==> src/rtl/mc_ctrl_fsm.sv <==
// Multi-cycle CPU main controller.
// Sequences the datapath latches (PC, IR, A/B, ALU-out, MDR) and the memory and
// register-file strobes through IF/ID/EXE/MEM/WB, stalls on mem_ready in IF and
// MEM, and counts retired instructions. OP_HALT parks the FSM until reset.
module mc_ctrl_fsm (
  input  logic        clk,
  input  logic        reset,
  input  logic [5:0]  op,
  input  logic        zero,
  input  logic        mem_ready,
  output logic        pc_write,
  output logic [1:0]  pc_src,
  output logic        ir_write,
  output logic        ab_write,
  output logic        aluout_write,
  output logic        mdr_write,
  output logic        alu_src_a,
  output logic [1:0]  alu_src_b,
  output logic [1:0]  alu_op,
  output logic        mem_read,
  output logic        mem_write,
  output logic        iord,
  output logic        reg_write,
  output logic        reg_dst,
  output logic        mem_to_reg,
  output logic [2:0]  state,
  output logic        halted,
  output logic [31:0] instr_cnt
);

  localparam logic [5:0] OP_RTYPE = 6'b000000;
  localparam logic [5:0] OP_ADDI  = 6'b001000;
  localparam logic [5:0] OP_LW    = 6'b100011;
  localparam logic [5:0] OP_SW    = 6'b101011;
  localparam logic [5:0] OP_BEQ   = 6'b000100;
  localparam logic [5:0] OP_J     = 6'b000010;
  localparam logic [5:0] OP_HALT  = 6'b111111;

  typedef enum logic [2:0] {
    S_IF   = 3'd0,
    S_ID   = 3'd1,
    S_EXE  = 3'd2,
    S_MEM  = 3'd3,
    S_WB   = 3'd4,
    S_HALT = 3'd5
  } state_t;

  state_t      state_reg, state_next;
  logic [31:0] instr_cnt_reg;
  logic        retire;

  // State register and retired-instruction counter; reset aborts any instruction.
  always_ff @(posedge clk) begin
    if (reset) begin
      state_reg     <= S_IF;
      instr_cnt_reg <= 32'd0;
    end else begin
      state_reg <= state_next;
      if (retire) begin
        instr_cnt_reg <= instr_cnt_reg + 32'd1;
      end
    end
  end

  // Next-state, retire and datapath control decode; reset silences everything.
  always_comb begin
    state_next   = state_reg;
    retire       = 1'b0;
    pc_write     = 1'b0;
    pc_src       = 2'b00;
    ir_write     = 1'b0;
    ab_write     = 1'b0;
    aluout_write = 1'b0;
    mdr_write    = 1'b0;
    alu_src_a    = 1'b0;
    alu_src_b    = 2'b00;
    alu_op       = 2'b00;
    mem_read     = 1'b0;
    mem_write    = 1'b0;
    iord         = 1'b0;
    reg_write    = 1'b0;
    reg_dst      = 1'b0;
    mem_to_reg   = 1'b0;

    case (state_reg)
      S_IF: begin
        mem_read  = 1'b1;
        alu_src_b = 2'b01;
        if (mem_ready) begin
          ir_write   = 1'b1;
          pc_write   = 1'b1;
          state_next = S_ID;
        end
      end
      S_ID: begin
        // A/B latch and branch-target precompute happen for every opcode.
        ab_write     = 1'b1;
        aluout_write = 1'b1;
        alu_src_b    = 2'b11;
        case (op)
          OP_J: begin
            pc_write   = 1'b1;
            pc_src     = 2'b10;
            retire     = 1'b1;
            state_next = S_IF;
          end
          OP_HALT: begin
            state_next = S_HALT;
          end
          OP_RTYPE, OP_ADDI, OP_LW, OP_SW, OP_BEQ: begin
            state_next = S_EXE;
          end
          default: begin
            retire     = 1'b1;
            state_next = S_IF;
          end
        endcase
      end
      S_EXE: begin
        alu_src_a    = 1'b1;
        aluout_write = 1'b1;
        case (op)
          OP_RTYPE: begin
            alu_op     = 2'b10;
            state_next = S_WB;
          end
          OP_ADDI: begin
            alu_src_b  = 2'b10;
            state_next = S_WB;
          end
          OP_LW, OP_SW: begin
            alu_src_b  = 2'b10;
            state_next = S_MEM;
          end
          OP_BEQ: begin
            // Keep the precomputed branch target in ALU-out; compare A-B here.
            alu_op       = 2'b01;
            aluout_write = 1'b0;
            pc_write     = zero;
            pc_src       = 2'b01;
            retire       = 1'b1;
            state_next   = S_IF;
          end
          default: begin
            state_next = S_IF;
          end
        endcase
      end
      S_MEM: begin
        iord = 1'b1;
        if (op == OP_LW) begin
          mem_read = 1'b1;
          if (mem_ready) begin
            mdr_write  = 1'b1;
            state_next = S_WB;
          end
        end else if (op == OP_SW) begin
          mem_write = 1'b1;
          if (mem_ready) begin
            retire     = 1'b1;
            state_next = S_IF;
          end
        end else begin
          state_next = S_IF;
        end
      end
      S_WB: begin
        reg_write  = 1'b1;
        reg_dst    = (op == OP_RTYPE);
        mem_to_reg = (op == OP_LW);
        retire     = 1'b1;
        state_next = S_IF;
      end
      S_HALT: begin
        state_next = S_HALT;
      end
      default: begin
        state_next = S_IF;
      end
    endcase

    if (reset) begin
      state_next   = S_IF;
      retire       = 1'b0;
      pc_write     = 1'b0;
      pc_src       = 2'b00;
      ir_write     = 1'b0;
      ab_write     = 1'b0;
      aluout_write = 1'b0;
      mdr_write    = 1'b0;
      alu_src_a    = 1'b0;
      alu_src_b    = 2'b00;
      alu_op       = 2'b00;
      mem_read     = 1'b0;
      mem_write    = 1'b0;
      iord         = 1'b0;
      reg_write    = 1'b0;
      reg_dst      = 1'b0;
      mem_to_reg   = 1'b0;
    end
  end

  assign state     = state_reg;
  assign halted    = (state_reg == S_HALT);
  assign instr_cnt = instr_cnt_reg;

endmodule

==> config.mk <==
export PLATFORM = sky130hd
export DESIGN_NAME = mc_ctrl_fsm
export DESIGN_NICKNAME = d
export VERILOG_FILES = /design/src/rtl/mc_ctrl_fsm.sv
export SDC_FILE = /design/constraint.sdc
export NUM_CORES = 1
export LEC_CHECK = 0
export ABC_AREA = 1
export CAP_MARGIN = 20
export CORE_MARGIN = 4
export CORE_UTILIZATION = 23
export DETAILED_ROUTE_END_ITERATION = 16
export HOLD_SLACK_MARGIN = 0.12
export SYNTH_ARGS = -nofsm -noshare
export SYNTH_HDL_FRONTEND = slang
export SYNTH_SLANG_ARGS = --single-unit
export TNS_END_PERCENT = 10
==> constraint.sdc <==
create_clock -name clk -period 2 [get_ports clk]
set_input_delay 0.4 -clock clk [delete_from_list [all_inputs] [get_ports clk]]
set_output_delay 0.4 -clock clk [all_outputs]
set_load 0.05 [all_outputs]
=== After elaboration in Yosys (flattened, before gate mapping) ===
Index checks and enable logic that the tools add are counted.
Widths: inputs -> output; s select.

* Flip-flop bits (word level): 35
* Input port bits: 10
* Word-level logic and storage cells: 81
* Output and inout port bits: 54

* Muxes and demuxes: 56
* Reductions and logical operators: 8
* Add/sub/neg operators: 1
* Equality and inequality tests: 14

{| class="wikitable"
|+ Operators by type and width
! cell !! count
|-
| $mux 1 || 35
|-
| $add 32x1->32 const B || 1
|-
| $eq 6x6->1 const B || 3
|-
| $mux 3 || 5
|-
| $pmux 3 s5 || 1
|-
| $mux 2 || 6
|-
| $pmux 3 s2 || 2
|-
| $pmux 2 s2 || 2
|-
| $eq 3x2->1 const B || 2
|-
| $eq 3x3->1 const B || 2
|-
| $eq 6x2->1 const B || 1
|-
| $eq 6x3->1 const B || 1
|-
| $eq 6x4->1 const B || 1
|-
| $logic_not 6->1 || 1
|-
| $ne 3x3->1 const B || 2
|-
| $pmux 2 s3 || 1
|-
| $reduce_or 6->1 || 1
|-
| $reduce_or 5->1 || 1
|-
| $pmux 1 s2 || 2
|-
| $pmux 1 s4 || 1
|-
| $reduce_or 2->1 || 2
|-
| $eq 3x1->1 const B || 1
|-
| $logic_not 3->1 || 1
|-
| $pmux 1 s3 || 1
|-
| other kinds (3) || 3
|}

=== Logic depth before layout (Yosys ltp) ===
Gate-level depths: netlist (run 1).

* Depth in word-level cells: 5
* Depth in mapped cells: 13

=== Least setup slack after synthesis (run 1) ===
Ideal clock, no wire load.

* Kind: register to output
* Start point: register state_reg[1] (netlist: state[1])
* End point: output alu_op[0]
* Arrival: 2.629 ns
* Setup slack: -1.029 ns
* Stages on the path, launching flop included: 5
* Cells stage by stage: dfxtp_1 > nand3_1 > nor2_1 > inv_1 > nor2_1

* Cells in the longest elaborated chain, start to end: 3

{| class="wikitable"
|+ RTL lines
! what !! RTL line !! text
|-
| start, declared || 48 || <nowiki>state_t state_reg, state_next;</nowiki>
|-
| start signal, assigned || 58 || <nowiki>state_reg <= state_next;</nowiki>
|-
| $eq 3x2->1 || 85 || <nowiki>case (state_reg)</nowiki>
|-
| $mux 2 || 85 ||
|-
| $mux 2 || 182 || <nowiki>if (reset) begin</nowiki>
|-
| end, declared || 19 || <nowiki>output logic [1:0] alu_op,</nowiki>
|}

No other way between the ends.

=== Worst setup path after layout (run 1) ===
* Start point: register state_reg[1] (netlist: state[1])
* End point: output pc_write

* Cells in the longest elaborated chain, start to end: 3
* Elaborated cells on any way between the ends: 5

{| class="wikitable"
|+ RTL lines
! what !! RTL line !! text
|-
| $eq 3x2->1, or another cell as far along || 85 ||
|-
| $pmux 1 s3 * || 85 ||
|-
| $mux 1 * || 182 ||
|-
| end, declared || 11 || <nowiki>output logic pc_write,</nowiki>
|}

Mark *: on every way between the ends. The rest lies on a longest branch, timed or not.

==> results of run 1 <==
## metrics by stage
step	hold slack, ps	utilization, %	worst slack (ps)	cell area [µm²]	instances
after CTS	507	34.8	-0.387	3820	664
after floorplan	660	-	-365	2660	440
after global placement	480	33.2	-199	3640	656
final	498	35.4	29.7	3890	668
after global routing	519	35.4	-54.0	3890	668
after detailed placement	496	33.2	-228	3640	656
## power by group through the flow
| stage | registers, µW | logic [µW] | clock network, µW |
|---|---|---|---|
| after global placement | 723 | 301 | 0 |
| after floorplan | 741 | 167 | 0 |
| after CTS | 709 | 309 | 741 |
| final | 709 | 319 | 720 |
| after detailed placement | 724 | 303 | 0 |
| after global routing | 709 | 344 | 764 |
## worst max-delay path, stage by stage (launching register included)
cell and delay [ps]:
dfxtp_4 360, inv_4 60, nand2_2 60, nor2_4 140
nand4_1 160, o21ai_1 130, a21oi_1 60, nor2_1 130
buf_6 180
## synthesized netlist by cell type, drive strengths merged, types with 2 or more instances
cell type / number / share of area, %
nand2: 150 / 23
nor2: 99 / 17
inv: 42 / 6.0
dfxtp: 35 / 27
nand3: 34 / 7.1
a21oi: 28 / 6.7
nand3b: 8 / 2.3
clkbuf: 7 / 1.2
nand4: 7 / 1.7
nor3: 6 / 1.2
o21ai: 6 / 1.3
xor2: 6 / 2.0
buf: 5 / 2.4
xnor2: 2 / 0.67
## metal layers
layer,routed length (µm),global-route usage (%)
met1,3670,16.0
met2,4000,21.6
met3,473,2.17
met4,65,3.48
met5,0,0
## what timing repair did
item | in CTS | in global routing
resized for setup | 20 | 13
hold buffers | 0 | 0
pin swaps | 7 | 4
endpoints found under the setup margin | 11 | 10
buffers inserted | 2 | 4
## logic make-up after synthesis
logic type | share of synthesized area (%)
simple gates | 52.2
buf+inv | 9.55
compound gates | 8.25
flops | 26.9
xor+xnor | 2.69
fa+ha+maj | 0.480
## cell type report
| type | instances | area [µm²] | share of cell area [%] |
|---|---|---|---|
| Clock buffer | 6 | 129 | 3.31 |
| Inverter | 42 | 160 | 4.11 |
| Multi-Input combinational cell | 351 | 1770 | 45.5 |
| Sequential cell | 35 | 706 | 18.1 |
| Tap cell | 140 | 175 | 4.50 |
| Timing Repair Buffer | 94 | 951 | 24.4 |
## path summary, 6_finish.rpt
check / start / to / slack, ps / cells after the start
max: state[1]$_SDFFE_PP0P_ / pc_write / 30 / 8
min: instr_cnt[31]$_SDFFE_PP0P_ / instr_cnt[31]$_SDFFE_PP0P_ / 500 / 2
max reg2reg: instr_cnt[0]$_SDFFE_PP0P_ / instr_cnt[24]$_SDFFE_PP0P_ / 270 / 10
min reg2reg: instr_cnt[31]$_SDFFE_PP0P_ / instr_cnt[31]$_SDFFE_PP0P_ / 500 / 2
==> flow_summary.yaml, run 1 <==
job:
  maxCapViolations: 0
synthesis:
  yosys_most_used_dff: "dfxtp_1"
  avgSynthCellArea_um2: 5.93
  mappedNetlistArea_mm2: 0.00261
  ys_seq_area_share_pct: 26.9
  yosys_warnings: 0
  yosys.cell_types.count: 31
  synth_edf_count: 0
  synth_cells: 440
  synth_nets: 451
  ys_seq_elements: 35
  async_reset_ff_share_pct: 0
pwr:
  seq_power_share_pct: 40.6
  p_sw_share_pct: 27.1
  p_leak_uw: 0.00154
  comb_power_share_pct: 18.2
  power.density_mw_per_mm2: 449
  internal_power_uw: 1270
  clockPowerShare_pct: 41.2
  vdd_ir_drop_max_mv: 0.241
  p_switching_uw: 474
  power_uw: 1750
min_path:
  hold_class: "reg2reg"
grt:
  antenna_found_initial: 0
  grt.overflow.total: 0
  grt_max_degree: 26
  grt_pass1_vias: 2895
  grt_use_total_pct: 12.5
  grt_pass1_wl_um: 13700
detailed_routing:
  finalWirelength_um: 8210
  ant_nets: 0
  drt_pass1_iterations: 4
  drc: 0
  vias_per_cell: 4.51
  drtIter0Drc: 205
  vias: 3015
  wl_per_cell_um: 12.3
finish:
  final_cell_mix: "140 x nand2_1, 85 x nor2_1, 60 x buf_4"
  drive_gt1_share_pct: 25.9
  nets: 540
  area_delta_synth_final_pct: 49.3
  n_fill_cell: 1175
  antennaDiodeCount: 0
  final_common_cell: "nand2_1"
  largest_register_ffs: 32
sta:
  worstMarginPinSlew_ps: 499
  period_needed_ps: 1970
  setup_viol: 0
  rsz0062_at_grt: "true"
  hold_viol_final: 0
  finalCritPeriodShare_pct: 98.5
  max_slew_margin_pct: 66.6
  finClkSkew_ps: 3.12
  timing.fmax_ghz: 0.508
  setup-tns-final_ps: 0
  drv_slew: 0
cts:
  clk_pin_slew_ps: 50
  clock_latency_ps: 280
  cts_root_buffer: "clkbuf_16"
  clkSinkCount: 35
  cts.path.max_buffers: 2
  numCtsBuffers: 5
  cts_tree: "done"
  htreeDepth: 2
place:
  dp_hpwl_um: 6420
  port_buffers: 63
  gp_congestion: 0.934
run_status:
  status: "finished, final reports clean"
floorplan:
  io_pins: 64
  die_w_um: 114
  die_area_mm2: 0.0131
  start_util_pct: 23.7
  die_y_um: 114
  coreArea_mm2: 0.0110
  rows: 38
setup_path:
  end_kind: "output port"
  critPathRequiredTime_ps: 1600
  cp.arrival_ps: 1570
  cp-start-kind: "register"
  path_max_fanout: 4
  worstSetupPathType: "reg2out"
(Power assumes the default switching activity.)
==> run 2, diff against run 1 <==
- GPL_ROUTABILITY_DRIVEN: default -> 1
==> results of run 2 <==
Final layout, timing and power as in run 1 (identical DEF).
==> run 3, diff against run 2 <==
- PLACE_DENSITY: default -> 0.42
- clock period: 2 -> 2.1 ns (I/O delays scaled with it)
==> flow_summary.yaml, run 3 (synthesis gave the netlist of run 1 again) <==
run_status:
  status: "finished, final reports clean"
finish:
  drive_gt1_share_pct: 19.6
  area_delta_synth_final_pct: 51.9
  antennaDiodeCount: 0
  final_common_cell: "nand2_1"
  final_cell_mix: "142 x nand2_1, 85 x nor2_1, 40 x inv_1"
  post-route-util_pct: 36.1
  nets: 540
  fin_cells: 670
  largest_register_ffs: 32
sta:
  worstMarginPinSlew_ps: 510
  period_needed_ps: 2030
  hold_viol_final: 0
  whs_ps: 503
  timing.fmax_ghz: 0.492
  rsz0062_at_grt: "true"
  setup-tns-final_ps: 0
  max_slew_margin_pct: 65.9
  finalCritPeriodShare_pct: 96.7
  finClkSkew_ps: 8.42
  drv_slew: 0
  setup_viol: 0
setup_path:
  timing.rr.start: "instr_cnt[10]$_SDFFE_PP0P_"
  critPathRequiredTime_ps: 1680
  worst_path_dominant_cell_family: "buffers and inverters"
  worstPathCellList: "clkdlybuf4s50_1"
  r2r_slack_ps: 350
  cpPeakStageDelay_ps: 850
  cp-start-kind: "register"
  cp_slowest_cell: "clkdlybuf4s50_1"
  reg2regPathDepth: 8
  end_kind: "output port"
  r2r-end: "instr_cnt[29]$_SDFFE_PP0P_"
  cp.buffers_inverters: 1
  cp.arrival_ps: 1610
  path_max_fanout: 5
  worstSetupPathType: "reg2out"
floorplan:
  io_pins: 64
  die_y_um: 114
  rows: 38
  coreArea_mm2: 0.0110
  die_area_mm2: 0.0131
  start_util_pct: 23.7
  die_w_um: 114
cts:
  clk_pin_slew_ps: 60
  cts.path.max_buffers: 2
  numCtsBuffers: 5
  htreeDepth: 2
  clock_latency_ps: 290
  cts_root_buffer: "clkbuf_16"
  cts_tree: "done"
  clkSinkCount: 35
grt:
  grt_pass1_vias: 2832
  grt_max_degree: 24
  grt_pass1_wl_um: 14300
  grt.overflow.total: 0
  antenna_found_initial: 0
  grt_use_total_pct: 13.7
detailed_routing:
  wl_per_cell_um: 13.2
  drc: 0
  drtIter0Drc: 179
  finalWirelength_um: 8850
  drt_pass1_iterations: 6
  ant_nets: 0
  vias: 2984
  vias_per_cell: 4.45
job:
  maxCapViolations: 0
place:
  gp_congestion: 0.876
  port_buffers: 63
  dp_hpwl_um: 6980
  place_inst: 662
min_path:
  worstHoldEndpoint: "instr_cnt[31]$_SDFFE_PP0P_"
  hold_start: "instr_cnt[31]$_SDFFE_PP0P_"
  hold-path-cell-count: 2
  hold_class: "reg2reg"
pwr:
  p_leak_uw: 0.00152
  power.density_mw_per_mm2: 496
  vdd_ir_drop_max_mv: 0.380
==> run 3: stage by stage <==
stage	area, µm²	power, µW	worst slack (ps)
3_5_place_dp	3730	988	-189
2_1_floorplan	2630	863	-338
3_3_place_gp	3730	988	-127
4_1_cts	3930	1980	13.9
6_report	3960	1960	69.5
5_1_grt	3960	2030	-18.4
==> run 3: worst min-delay path, delay by kind of cell (launching register included) <==
kind	cells	cell delay, ps
AO/OA/AOI/OAI	1	50
flip-flops	1	330
AND/OR/NAND/NOR	1	70
==> run 3: what timing repair did <==
item / in CTS / in global routing
pin swaps: 3 / 3
setup endpoints to repair: 10 / 8
resized for setup: 11 / 8
gates cloned: 0 / 0
setup buffers: 0 / 0
hold buffers: 0 / 0
==> run 3: layout make-up <==
cell class | instances | area [µm²]
clock buffer | 5 | 125
timing repair buffer | 94 | 1020
tap | 140 | 175
clock inverter | 3 | 67.6
fill | 1191 | 7020
multi-input combinational | 351 | 1710
sequential | 35 | 702
inverter | 42 | 158
==> run 3: power by group <==
group	internal [µW]	total (µW)	switching (µW)
Combinational	118	298	180
Clock	680	990	309
Sequential	669	675	6.25
Total	1470	1960	496
==> run 3: routing by layer <==
metal	track usage [%]	share of wire, %	vias to the layer above
met4	3.56	0.62	0
met1	19.3	48	1346
met2	21.3	46	68
met3	2.85	5.4	4
met5	0	0	-
li1	-	-	1566
==> run 3: worst max-delay path by stage <==
stage,from,to,cells after the start
6_report,instr_cnt[15]$_SDFFE_PP0P_,instr_cnt[15],1
5_1_grt,op[4],pc_write,9
4_1_cts,state[2]$_SDFFE_PP0P_,alu_op[0],6
3_5_place_dp,op[4],alu_src_b[1],9
3_3_place_gp,op[4],alu_src_b[1],9
2_1_floorplan,state[2]$_SDFFE_PP0P_,mem_to_reg,2
==> variant 1 (config.mk and constraints of run 3) <==
Register the output `instr_cnt` once more; this adds one clock of latency there. The other outputs are not delayed to match.
--- a/src/rtl/mc_ctrl_fsm.sv
+++ b/src/rtl/mc_ctrl_fsm.sv
@@ -204,3 +204,5 @@
   assign halted    = (state_reg == S_HALT);
-  assign instr_cnt = instr_cnt_reg;
+  always_ff @(posedge clk) begin
+    instr_cnt <= instr_cnt_reg;
+  end
 
Behaviour: not the same (a bounded check fails within 4 cycles, from zero or initial values and one cycle with reset high).
==> variant 1 against run 3 <==
Worst setup slack better by 1.3 ps; wire length is 6.7% lower; hold slack worse by 120 ps; area after synthesis is 16% higher; final cell count is 7.5% higher; clock power is 55% higher; sequential share of layout area is 11 points higher; synthesized cell count is 1.6% higher; maximum frequency hardly changed; largest cell class unchanged; sequential cell count is 32 higher; cell area is 18% higher; total power is 58% higher.
==> variant 1: results (changes against run 3) <==
[metrics] clock period minus final worst setup slack: 2030 ps (-1.28 ps)
[metrics] top cells by area in the synthesized netlist: sky130_fd_sc_hd__dfxtp_1, sky130_fd_sc_hd__nand2_1, sky130_fd_sc_hd__nor2_1
[metrics] number of clock buffers inserted by TritonCTS: 9 (+4)
[metrics] Worst Hold Path Cells: 0 (-2)
[metrics] Clock Buffer Count: 13 (+8)
[metrics] cell area reported after detailed placement: 0.00424 mm2 (+14%)
[metrics] GR Util met2: 0.187 (-0.0258)
[metrics] non-clock inverter instance count of the final layout: 46 (+9.5%)
[metrics] share of layout cells above drive strength 1: 0.203 (+0.00633)
[metrics] detailed placer's ending HPWL: 6.29 mm (-9.9%)
[metrics] sequential standard cell area: 0.00135 mm2 (+92%)
[metrics] slew at the pin with the worst max-slew slack: 532 ps (+22.9 ps)
[metrics] worst-case vdd ir drop: 379 uV (-0.46%)
[metrics] syn nets: 458 (+1.6%)
[metrics] pin count of the biggest net entering global routing: 27 (+13%)
[metrics] commonest cells in the synthesized netlist: sky130_fd_sc_hd__nand2_1, sky130_fd_sc_hd__nor2_1, sky130_fd_sc_hd__dfxtp_1
[metrics] placed cell count: 697 (+5.3%)
[metrics] number of violations reported at the end of detailed-routing iteration 0: 93 (-48%)
[metrics] routing usage on met1: 0.137 (-0.0560)
[metrics] net count of the finished layout: 554 (+2.6%)
[metrics] First-pass DRT Iterations: 4 (-2)
[metrics] number of clock sinks: 67 (+91%)
[metrics] number of vias after detailed routing: 2980 (-0.13%)
[metrics] final-layout clock-cell area share: 0.0673 (+0.0186)
[metrics] capturing element of the worst setup path: reg_dst
[metrics] sequential element share of the synthesized area: 0.442 (+0.173)
[metrics] hold path startpoint: instr_cnt_reg[25]$_SDFFE_PP0P_
[metrics] RR Endpoint: instr_cnt_reg[27]$_SDFFE_PP0P_
[metrics] #MultiIn Comb: 323 (-8.0%)
[metrics] flop-to-flop setup slack: 150 ps (-200 ps)
[metrics] first element of the critical path: op[4]
[metrics] adder-cell area share of the yosys netlist: 0.00412 (-0.000675)
[metrics] worst r2r src: state[1]$_SDFFE_PP0P_
[metrics] Finished Layout Cells: 720 (+7.5%)
[metrics] average footprint of a synthesized cell: 6.79 um2 (+15%)
[metrics] Post-CTS Setup Inserts: 7 (+7)
[metrics] outcome: complete, no violations
[metrics] depth of the CTS H-tree: 3 (+1)
[metrics] Resize count post-CTS: 22 (+11)
variant 1: changes by cell type after synthesis, sizes merged, moves of 4 or more:
cell   change
o21ai      -4
nand2     -21
dfxtp     +32
nor3       +4
a21oi      -4
inv        +4
nand3      +4
variant 1: worst max-delay path, cell delays in order:
cell	delay (ps)
sky130_fd_sc_hd__dlygate4sd2_1	250
sky130_fd_sc_hd__nor2_2	100
sky130_fd_sc_hd__nand2_1	110
sky130_fd_sc_hd__buf_4	150
sky130_fd_sc_hd__nor2_2	90
sky130_fd_sc_hd__nand2_1	80
sky130_fd_sc_hd__nor3_1	130
sky130_fd_sc_hd__buf_4	150
sky130_fd_sc_hd__buf_12	130
variant 1: report_power, final:
| group | internal [W] | leakage, nW | switching [W] |
|---|---|---|---|
| Combinational | 0.000115 | 1.13 | 0.000172 |
| Clock | 0.00102 | 0.148 | 0.000518 |
| Sequential | 0.00128 | 0.541 | 0.00000837 |
| Total | 0.00241 | 1.82 | 0.000699 |
==> variant 2 (settings of run 3) <==
Made on the original files. Reset style: asynchronous (`reset`), changed in one clocked block.
--- a/src/rtl/mc_ctrl_fsm.sv
+++ b/src/rtl/mc_ctrl_fsm.sv
@@ -52,3 +52,3 @@
   // State register and retired-instruction counter; reset aborts any instruction.
-  always_ff @(posedge clk) begin
+  always_ff @(posedge clk or posedge reset) begin
     if (reset) begin
Behaviour: differs if reset is asserted again (counterexample within 4 cycles, from zero or initial values and one cycle with reset high); with reset held inactive, the same outputs for 10 cycles.
==> variant 2 against run 3 <==
Worst setup slack worse by 10 ps; critical endpoint is now alu_src_b[0]; global-route usage hardly changed; wire length is 6.5% higher; sequential cell count stayed put; cell area is 6.8% higher; area after synthesis is 8.3% higher; synthesized cell count is 4.5% higher.
Power is not compared: it rests on default switching activity, and its combinational part moved more than twofold at a synthesized area within 25%.
==> variant 2: results (changes against run 3) <==
[metrics] sequential element share of the synthesized area: 0.310 (+0.0413)
[metrics] Clock Buffer Count: 6 (+1)
[metrics] Async SR Flop Fraction: 1.00 (+1.00)
[metrics] global-route wire length before repair: 16.0 mm (+12%)
[metrics] fillcell total: 1317 (+11%)
[metrics] Critical Path Fanout Max: 6 (+1)
[metrics] syn nets: 471 (+4.4%)
[metrics] First-pass DRT Iterations: 4 (-2)
[metrics] Overall Power: 0.00213 W
[metrics] net count of the finished layout: 564 (+4.4%)
[metrics] met3 wire len: 571 um (+19%)
[metrics] placed cell count: 688 (+3.9%)
[metrics] Synth Area in XOR/XNOR: 0.0465 (+0.0196)
[metrics] clock skew after layout: 9.90 ps (+1.49 ps)
[metrics] #MultiIn Comb: 366 (+4.3%)
[metrics] share of layout cells above drive strength 1: 0.235 (+0.0389)
[metrics] final wirelength: 9.42 mm (+6.5%)
[metrics] compound-gate portion of the synthesized area: 0.0106 (-0.0719)
[metrics] via count of the first global-routing pass: 3093 (+9.2%)
[metrics] top cells by area in the synthesized netlist: sky130_fd_sc_hd__dfrtp_1, sky130_fd_sc_hd__nand2_1, sky130_fd_sc_hd__nand3_1
[metrics] peak per-stage delay on the critical path: 420 ps (-430 ps)
[metrics] detailed placer's ending HPWL: 7.50 mm (+7.5%)
[metrics] Tapcell Cnt: 147 (+5.0%)
[metrics] outcome: complete, no violations
[metrics] Yosys cell types: 25 (-19%)
[metrics] proportion of final cell area spent on non-clock buffers: 0.253 (-0.00492)
[metrics] adder-cell area share of the yosys netlist: 0.00443 (-0.000370)
[metrics] commonest cells in the synthesized netlist: sky130_fd_sc_hd__nand2_1, sky130_fd_sc_hd__nand3_1, sky130_fd_sc_hd__nor2_1
[variant 2: worst register-to-register path, cell delays in order, from the launching register on]
cell and delay, ps:
sky130_fd_sc_hd__dfrtp_2 440, sky130_fd_sc_hd__nor2_2 140, sky130_fd_sc_hd__nand2_2 90, sky130_fd_sc_hd__buf_4 160
sky130_fd_sc_hd__nor2_1 130, sky130_fd_sc_hd__nand3_2 130, sky130_fd_sc_hd__nand2_2 110, sky130_fd_sc_hd__nand2_4 220
sky130_fd_sc_hd__nand3_1 150, sky130_fd_sc_hd__nand2_1 60
[variant 2: through the flow]
stage	TNS [ps]	utilization	hold WS, ps	worst slack, ps
floorplan	-464	-	703	-101
global placement	-5600	0.331	550	-192
finish	0	0.352	569	59.2
CTS	0	0.349	574	1.67
detailed placement	-5160	0.331	561	-195
global route	-95.0	0.352	620	-50.1
[variant 2: worst paths after layout]
kind | startpoint | end | slack, ps | depth (start not counted)
worst max-delay path | reset | alu_src_b[0] | 60 | 5
worst min-delay path | instr_cnt[31]$_DFFE_PP0P_ | instr_cnt[31]$_DFFE_PP0P_ | 570 | 2
max in group asynchronous | reset | instr_cnt[2]$_DFFE_PP0P_ | 840 | 5
worst min register to register | instr_cnt[31]$_DFFE_PP0P_ | instr_cnt[31]$_DFFE_PP0P_ | 570 | 2
worst max register to register | state[1]$_DFFE_PP0P_ | instr_cnt[21]$_DFFE_PP0P_ | 360 | 9
min in group asynchronous | reset | instr_cnt[20]$_DFFE_PP0P_ | 660 | 4
[variant 2: timing repair]
action | in CTS | in global routing
setup buffers | 3 | 2
setup endpoints to repair | 12 | 7
endpoints found under the hold margin | 0 | 0
pin swaps | 7 | 2
gates resized for setup | 23 | 7
